File: src/rtl/mem_stream_bridge.sv
// rtl/mem_stream_bridge.sv - byte stream <-> word memory bridge (load packs, dump unpacks)
// Optional MEM_BRIDGE_CHECKSUM_EN: XOR checksum byte after dump, load-side XOR on checksum_out.
module mem_stream_bridge #(
    parameter int WORD_WIDTH   = 32,
    parameter int DEPTH        = 25251,
    parameter int ADDR_WIDTH   = $clog2(DEPTH),
    parameter int READ_LATENCY = 2
) (
    input  logic                  clk_in,
    input  logic                  rst_in,
    input  logic                  dump_en_in,
    input  logic [ADDR_WIDTH:0]   dump_len_in,
    input  logic                  rx_valid_in,
    input  logic [7:0]            rx_byte_in,
    output logic                  wr_en_out,
    output logic [ADDR_WIDTH-1:0] wr_addr_out,
    output logic [WORD_WIDTH-1:0] wr_data_out,
    output logic [ADDR_WIDTH-1:0] rd_addr_out,
    input  logic [WORD_WIDTH-1:0] rd_data_in,
    output logic [7:0]            tx_byte_out,
    output logic                  tx_trigger_out,
    input  logic                  tx_busy_in,
    output logic [ADDR_WIDTH:0]   load_count_out,
    output logic                  overflow_out,
`ifdef MEM_BRIDGE_CHECKSUM_EN
    output logic [7:0]            checksum_out,
`endif
    output logic                  dump_done_out
);
    localparam int BPW   = WORD_WIDTH / 8;
    localparam int IDX_W = (BPW > 1) ? $clog2(BPW) : 1;
    localparam int LAT_W = (READ_LATENCY > 0) ? $clog2(READ_LATENCY + 1) : 1;
    localparam logic [IDX_W-1:0]    LAST_IDX  = IDX_W'(BPW - 1);
    localparam logic [LAT_W-1:0]    LAT_LAST  = LAT_W'(READ_LATENCY);
    localparam logic [ADDR_WIDTH:0] CNT_DEPTH = (ADDR_WIDTH + 1)'(DEPTH);

    typedef enum logic [2:0] {S_IDLE, S_FETCH, S_SEND, S_ACK, S_DONE} state_t;

    logic [IDX_W-1:0]      r_idx;
    logic [WORD_WIDTH-1:0] r_pack;
    logic [ADDR_WIDTH:0]   r_load_count;
    logic                  r_overflow;
    logic                  r_wr_en;
    logic [ADDR_WIDTH-1:0] r_wr_addr;
    logic [WORD_WIDTH-1:0] r_wr_data;
    logic                  r_dump_en_d;
    logic                  w_restart;
    logic                  w_accept;
    logic                  w_word_done;
    logic [ADDR_WIDTH:0]   w_count;
    logic [WORD_WIDTH-1:0] w_word;

    state_t                r_state;
    state_t                w_next;
    logic                  w_trigger;
    logic [ADDR_WIDTH-1:0] r_rd_addr;
    logic [LAT_W-1:0]      r_lat;
    logic [WORD_WIDTH-1:0] r_shift;
    logic [IDX_W-1:0]      r_byte_idx;
    logic [ADDR_WIDTH:0]   r_words;
    logic                  r_ack_first;
    logic [ADDR_WIDTH:0]   w_eff_len;
    logic                  w_last_byte;
    logic                  w_last_word;
`ifdef MEM_BRIDGE_CHECKSUM_EN
    logic [7:0]            r_load_xor;
    logic [7:0]            r_dump_xor;
    logic                  r_cks_phase;
`endif

    // A falling dump_en_in starts a fresh load; a byte in that same cycle lands at count 0.
    assign w_restart   = r_dump_en_d && !dump_en_in;
    assign w_accept    = rx_valid_in && !dump_en_in;
    assign w_word_done = w_accept && (r_idx == LAST_IDX);
    assign w_count     = w_restart ? '0 : r_load_count;

    always_comb begin
        w_word = r_pack;
        for (int b = 0; b < BPW; b++) begin
            if (IDX_W'(b) == r_idx) w_word[b*8 +: 8] = rx_byte_in;
        end
    end

    always_ff @(posedge clk_in or posedge rst_in) begin
        if (rst_in) begin
            r_idx        <= '0;
            r_pack       <= '0;
            r_load_count <= '0;
            r_overflow   <= 1'b0;
            r_wr_en      <= 1'b0;
            r_wr_addr    <= '0;
            r_wr_data    <= '0;
            r_dump_en_d  <= 1'b0;
        end else begin
            r_dump_en_d <= dump_en_in;
            r_wr_en     <= 1'b0;
            if (w_restart) begin
                r_load_count <= '0;
                r_overflow   <= 1'b0;
            end
            if (dump_en_in) begin
                r_idx <= '0;
            end else if (w_accept) begin
                r_pack <= w_word;
                if (w_word_done) begin
                    r_idx <= '0;
                    if (w_count == CNT_DEPTH) begin
                        r_overflow <= 1'b1;
                    end else begin
                        r_wr_en      <= 1'b1;
                        r_wr_addr    <= w_count[ADDR_WIDTH-1:0];
                        r_wr_data    <= w_word;
                        r_load_count <= w_count + 1'b1;
                    end
                end else begin
                    r_idx <= r_idx + 1'b1;
                end
            end
        end
    end

`ifdef MEM_BRIDGE_CHECKSUM_EN
    always_ff @(posedge clk_in or posedge rst_in) begin
        if (rst_in)         r_load_xor <= '0;
        else if (w_restart) r_load_xor <= w_accept ? rx_byte_in : 8'h00;
        else if (w_accept)  r_load_xor <= r_load_xor ^ rx_byte_in;
    end
    assign checksum_out = r_load_xor;
`endif

    assign w_eff_len   = (dump_len_in == '0 || dump_len_in > CNT_DEPTH) ? CNT_DEPTH : dump_len_in;
    assign w_last_byte = (r_byte_idx == LAST_IDX);
    assign w_last_word = (r_words + 1'b1 == w_eff_len);

    always_ff @(posedge clk_in or posedge rst_in) begin
        if (rst_in) r_state <= S_IDLE;
        else        r_state <= w_next;
    end

    // Trigger is gated by busy and dump_en_in in the same cycle so an abort can never emit a byte.
    always_comb begin
        w_next    = r_state;
        w_trigger = 1'b0;
        if (!dump_en_in) begin
            w_next = S_IDLE;
        end else begin
            case (r_state)
                S_IDLE:  w_next = S_FETCH;
                S_FETCH: if (r_lat == LAT_LAST) w_next = S_SEND;
                S_SEND: begin
                    if (!tx_busy_in) begin
                        w_trigger = 1'b1;
                        w_next    = S_ACK;
                    end
                end
                S_ACK: begin
                    if (!r_ack_first && !tx_busy_in) begin
`ifdef MEM_BRIDGE_CHECKSUM_EN
                        if (r_cks_phase)       w_next = S_DONE;
                        else if (!w_last_byte) w_next = S_SEND;
                        else if (w_last_word)  w_next = S_SEND;
                        else                   w_next = S_FETCH;
`else
                        if (!w_last_byte)      w_next = S_SEND;
                        else if (w_last_word)  w_next = S_DONE;
                        else                   w_next = S_FETCH;
`endif
                    end
                end
                S_DONE:  w_next = S_DONE;
                default: w_next = S_IDLE;
            endcase
        end
    end

    always_ff @(posedge clk_in or posedge rst_in) begin
        if (rst_in) begin
            r_rd_addr   <= '0;
            r_lat       <= '0;
            r_shift     <= '0;
            r_byte_idx  <= '0;
            r_words     <= '0;
            r_ack_first <= 1'b0;
`ifdef MEM_BRIDGE_CHECKSUM_EN
            r_dump_xor  <= '0;
            r_cks_phase <= 1'b0;
`endif
        end else begin
            case (r_state)
                S_IDLE: begin
                    r_rd_addr <= '0;
                    r_lat     <= '0;
                    r_words   <= '0;
`ifdef MEM_BRIDGE_CHECKSUM_EN
                    r_dump_xor  <= '0;
                    r_cks_phase <= 1'b0;
`endif
                end
                S_FETCH: begin
                    r_lat <= r_lat + 1'b1;
                    if (w_next == S_SEND) begin
                        r_shift    <= rd_data_in;
                        r_byte_idx <= '0;
                    end
                end
                S_SEND: begin
                    if (w_trigger) begin
                        r_ack_first <= 1'b1;
`ifdef MEM_BRIDGE_CHECKSUM_EN
                        r_dump_xor  <= r_dump_xor ^ r_shift[7:0];
`endif
                    end
                end
                S_ACK: begin
                    r_ack_first <= 1'b0;
                    if (w_next == S_SEND) begin
`ifdef MEM_BRIDGE_CHECKSUM_EN
                        if (w_last_byte) begin
                            r_shift     <= WORD_WIDTH'(r_dump_xor);
                            r_cks_phase <= 1'b1;
                        end else
`endif
                        begin
                            r_shift    <= r_shift >> 8;
                            r_byte_idx <= r_byte_idx + 1'b1;
                        end
                    end else if (w_next == S_FETCH) begin
                        r_rd_addr <= r_rd_addr + 1'b1;
                        r_words   <= r_words + 1'b1;
                        r_lat     <= '0;
                    end
                end
                default: ;
            endcase
        end
    end

    assign wr_en_out      = r_wr_en;
    assign wr_addr_out    = r_wr_addr;
    assign wr_data_out    = r_wr_data;
    assign load_count_out = r_load_count;
    assign overflow_out   = r_overflow;
    assign rd_addr_out    = r_rd_addr;
    assign tx_byte_out    = r_shift[7:0];
    assign tx_trigger_out = w_trigger;
    assign dump_done_out  = (r_state == S_DONE);
endmodule

File: config.mk
export PLATFORM = sky130hd
export DESIGN_NAME = mem_stream_bridge
export DESIGN_NICKNAME = d
export VERILOG_FILES = /design/src/rtl/mem_stream_bridge.sv
export SDC_FILE = /design/constraint.sdc
export NUM_CORES = 1
export LEC_CHECK = 0
export ABC_AREA = 0
export CORE_MARGIN = 2
export CORE_UTILIZATION = 53
export CTS_CLUSTER_DIAMETER = 50
export CTS_CLUSTER_SIZE = 14
export DETAILED_ROUTE_END_ITERATION = 10
export PLACE_DENSITY = 0.89
export REMOVE_ABC_BUFFERS = 1
export SLEW_MARGIN = 40
export SYNTH_ARGS = -nofsm -noshare
export SYNTH_HDL_FRONTEND = slang
export SYNTH_SLANG_ARGS = --single-unit
File: constraint.sdc
create_clock -name clk_in -period 6.7 [get_ports clk_in]
set_input_delay 1.34 -clock clk_in [delete_from_list [all_inputs] [get_ports clk_in]]
set_output_delay 1.34 -clock clk_in [all_outputs]
set_load 0.01 [all_outputs]
==> results.md <==
- Initial antenna violation count: 0
- TritonCTS Buffers: 17
- CTS tree: built
- Post-route cell area: around 11000 µm²
- Final min period: ~5000 ps
- WL final: about 20 mm
- Critical Path Fanout Max: between 70 and 80
- Routability cong.: between 0.8 and 0.9
- Global-route wire length before repair: 33.5 mm
- GRT overflow: 0
- Io pins: around 150
- Footprint of the multi-input gates: slightly below 4000 µm²
- TritonRoute pass-1 iters: 5
- Pleak: 4.41 nW
- Slew @ Worst Pin: roughly 800 ps
- Fin crit share: 74.3%
- Max IR drop VDD: roughly 0.18 mV
- Cts hold-fix bufs: 0
- Row count: 45
- P&R area growth vs syn: 25.7%
- Total GRT Usage: between 20% and 30%
- Clock latency on the worst-skew pair: about 430 ps
- Final antenna-violating net count: 0
- Clock transition at path regs: 70 ps
- Synth Instances: slightly below 900
- Area share of the leading cell type in the synthesized netlist: about half
- Synth warn: 0
- Fmax: between 200 and 250 MHz
- Arrival @ worst endpoint: ~5300 ps
- Clock Tree Root: clkbuf_16
- Outcome: completed
- Mean Syn Cell Area: between 9 and 10 µm²
- Setup bufs post-CTS: 0
- Die area: roughly 17000 µm²
- WP data required: 6970 ps
- Power density over the cells: roughly 250 nW/µm²
- Vias: between 6000 and 7000
- Starting Density: 54.6%
- Max Transition Viols Final: 0
- Primary FF master, synth: dfrtp_1
- Hold Path Class: register to register
- H-tree Lvls: 4
- Yosys reg bits: roughly 160
- Relative slew margins: around 47%
- Distinct cells, synth: 69
- Area leader, netlist: dfrtp_1
- Clock Tree Buf Depth: 2
- Routed vias/inst: between 5 and 6
- Initial DRC Count: around 600
- Number of max-cap violations: 0
- Reg area: 4080 µm²
- Total Nets Final: 1056
- Unrepaired setup endpoints after global routing: no
- # resized after CTS: 0
- Post-DP Area: around 9900 µm²
- Post-DP HPWL: 13.9 mm
- Vias in the first global route: slightly below 7000
- Sequential fraction of the synthesis area: just under 50%
- Sum Neg Setup Slack: 0 ps
- Final core occ: 68.6%
- Post-synth EDFFs: 0
- Startpoint Class: input pin
- Largest net degree at the start of global routing: 97
- Clk sinks: ~160
- Skew final: 8.89 ps
- Min-delay src: wr_addr_out[8]$_DFFE_PP0P_
- Share of post-route cells with drive strength above 1: between 8 and 9%
- Chip Width: between 100 and 150 µm
- Final setup vio count: 0
- Netlist area before placement: 8360 µm²
- Crit path from: dump_en_in
- Cells taking the most area after synthesis: dfrtp_1 49%, nand2_1 7.8%, mux2i_1 6.2%
- # DRC: 0
- Layout fillers: roughly 1200
- Reg2reg start: r_words[5]$_DFFE_PP0P_
- Post-synth ARST share: 100%
- Die Y: between 100 and 150 µm
- DR WL/cell: about 17 µm
- Diode count: 0
- # port buffers: 150
- Crit path capture type: register
- Setup CP Type: input pin to register
- Fin. Hold Viols: 0
- Core area: between 15000 and 20000 µm²
power by group:
part	switching [W]	internal [W]
clock network	0.000409	0.000499
registers	0.0000924	0.00112
logic	0.000216	0.000239
total	0.000717	0.00186
logic make-up after synthesis:
family | share of synthesized area, %
and+or+nand+nor | 19.1
xor gates and xnor gates | 3.88
DFF | 48.8
AOI/OAI and AO/OA | 12.9
adders and majority gates | 1.35
muxes | 9.60
buffers and inverters | 4.34
worst max-delay path, cell delays in order:
cell and delay [ps]:
clkdlybuf4s50_1 450, buf_4 160, nand2b_1 580, nand2_1 210, inv_1 110, ha_1 190, nor4bb_1 250, nand4_1 130
nor4_1 300, or2_2 190, buf_4 560, nor3_1 210, nand2b_1 250, nor3_1 100, xnor2_1 150, nor2_1 50
Yosys cell counts (5+ instances only):
cell type and n:
mux2_2 25, a31oi_1 11, and3_1 9, or3_1 9, a21oi_1 16, clkbuf_1 46
o211ai_1 17, buf_4 8, nand3b_1 5, a22o_1 8, and2_1 7, xnor2_1 17
nand3_1 35, o21ai_1 5, nor4_1 6, xor2_1 20, nor3_1 17, mux2i_1 52
inv_1 21, nand4_1 9, nand2_1 173, o21ai_0 71, ha_1 9, buf_2 5
a311oi_1 5, dfrtp_1 163, nor2_1 32
sequential cells by signal, indices dropped and copies added (netlist names), 2 cells and up:
| register | count |
|---|---|
| rd_addr_out | 15 |
| r_state | 3 |
| wr_data_out | 32 |
| r_words | 16 |
| r_shift | 32 |
| r_byte_idx | 2 |
| r_pack | 24 |
| wr_addr_out | 15 |
| r_idx | 2 |
| r_lat | 2 |
| load_count_out | 16 |
routing by layer:
layer  global-route usage (%)  part of all wire, %
met3                     5.49                  6.3
met4                     10.1                  2.1
met1                     34.1                   44
met5                        0                    0
met2                     39.0                   48
layout by cell type, fill, tap and decap left out, types with 3 or more instances in the layout:
cell type	n
o21ai_0	71
a22o_1	8
ha_1	9
a311oi_1	5
clkinvlp_4	4
inv_1	20
nor2b_1	4
or3_1	8
inv_6	4
clkbuf_16	17
buf_4	5
nand2b_1	3
xor2_1	20
nand3b_1	5
nand2_1	173
clkdlybuf4s50_1	150
or2_2	4
nand3_1	35
nor4_1	6
nand4_1	9
a211oi_1	3
o211ai_1	17
and4_1	4
a41oi_1	3
nor3_1	16
mux2i_1	52
xnor2_1	17
a21oi_1	16
mux2_2	25
and2_1	7
nor2_1	31
and3_1	9
o21ai_1	5
dfrtp_1	162
or4_1	3
a31oi_1	11
layout make-up:
cell class                 count  area share [%]
multi-input combinational    625            37.4
inverter                      21           0.822
sequential                   163            38.8
clock buffer                  19            4.31
clock inverter                12           0.941
timing repair buffer         158            15.2
tap                          211            2.51
stage by stage:
step / hold slack (ps) / cells / worst slack, ps / total power [W]
global placement: 452 / 1176 / 1580 / 0.00166
finish: 472 / 1209 / 1720 / 0.00258
CTS: 476 / 1209 / 1780 / 0.00260
global route: 500 / 1209 / 1310 / 0.00270
floorplan: 443 / 809 / 955 / 0.00147
detailed placement: 462 / 1178 / 1410 / 0.00169
worst paths after layout:
kind                                           endpoint  slack [ps]  cells past startpoint
setup / recovery           load_count_out[15]$_DFF_PP0_        1720                     16
hold / removal               wr_addr_out[8]$_DFFE_PP0P_         470                      2
setup reg to reg                 r_words[8]$_DFFE_PP0P_        2940                      9
hold reg to reg              wr_addr_out[8]$_DFFE_PP0P_         470                      2
max in group asynchronous        r_words[5]$_DFFE_PP0P_        4200                      3
min in group asynchronous        r_shift[2]$_DFFE_PP0P_        1390                      2
Power figures use the tool's default switching activity.
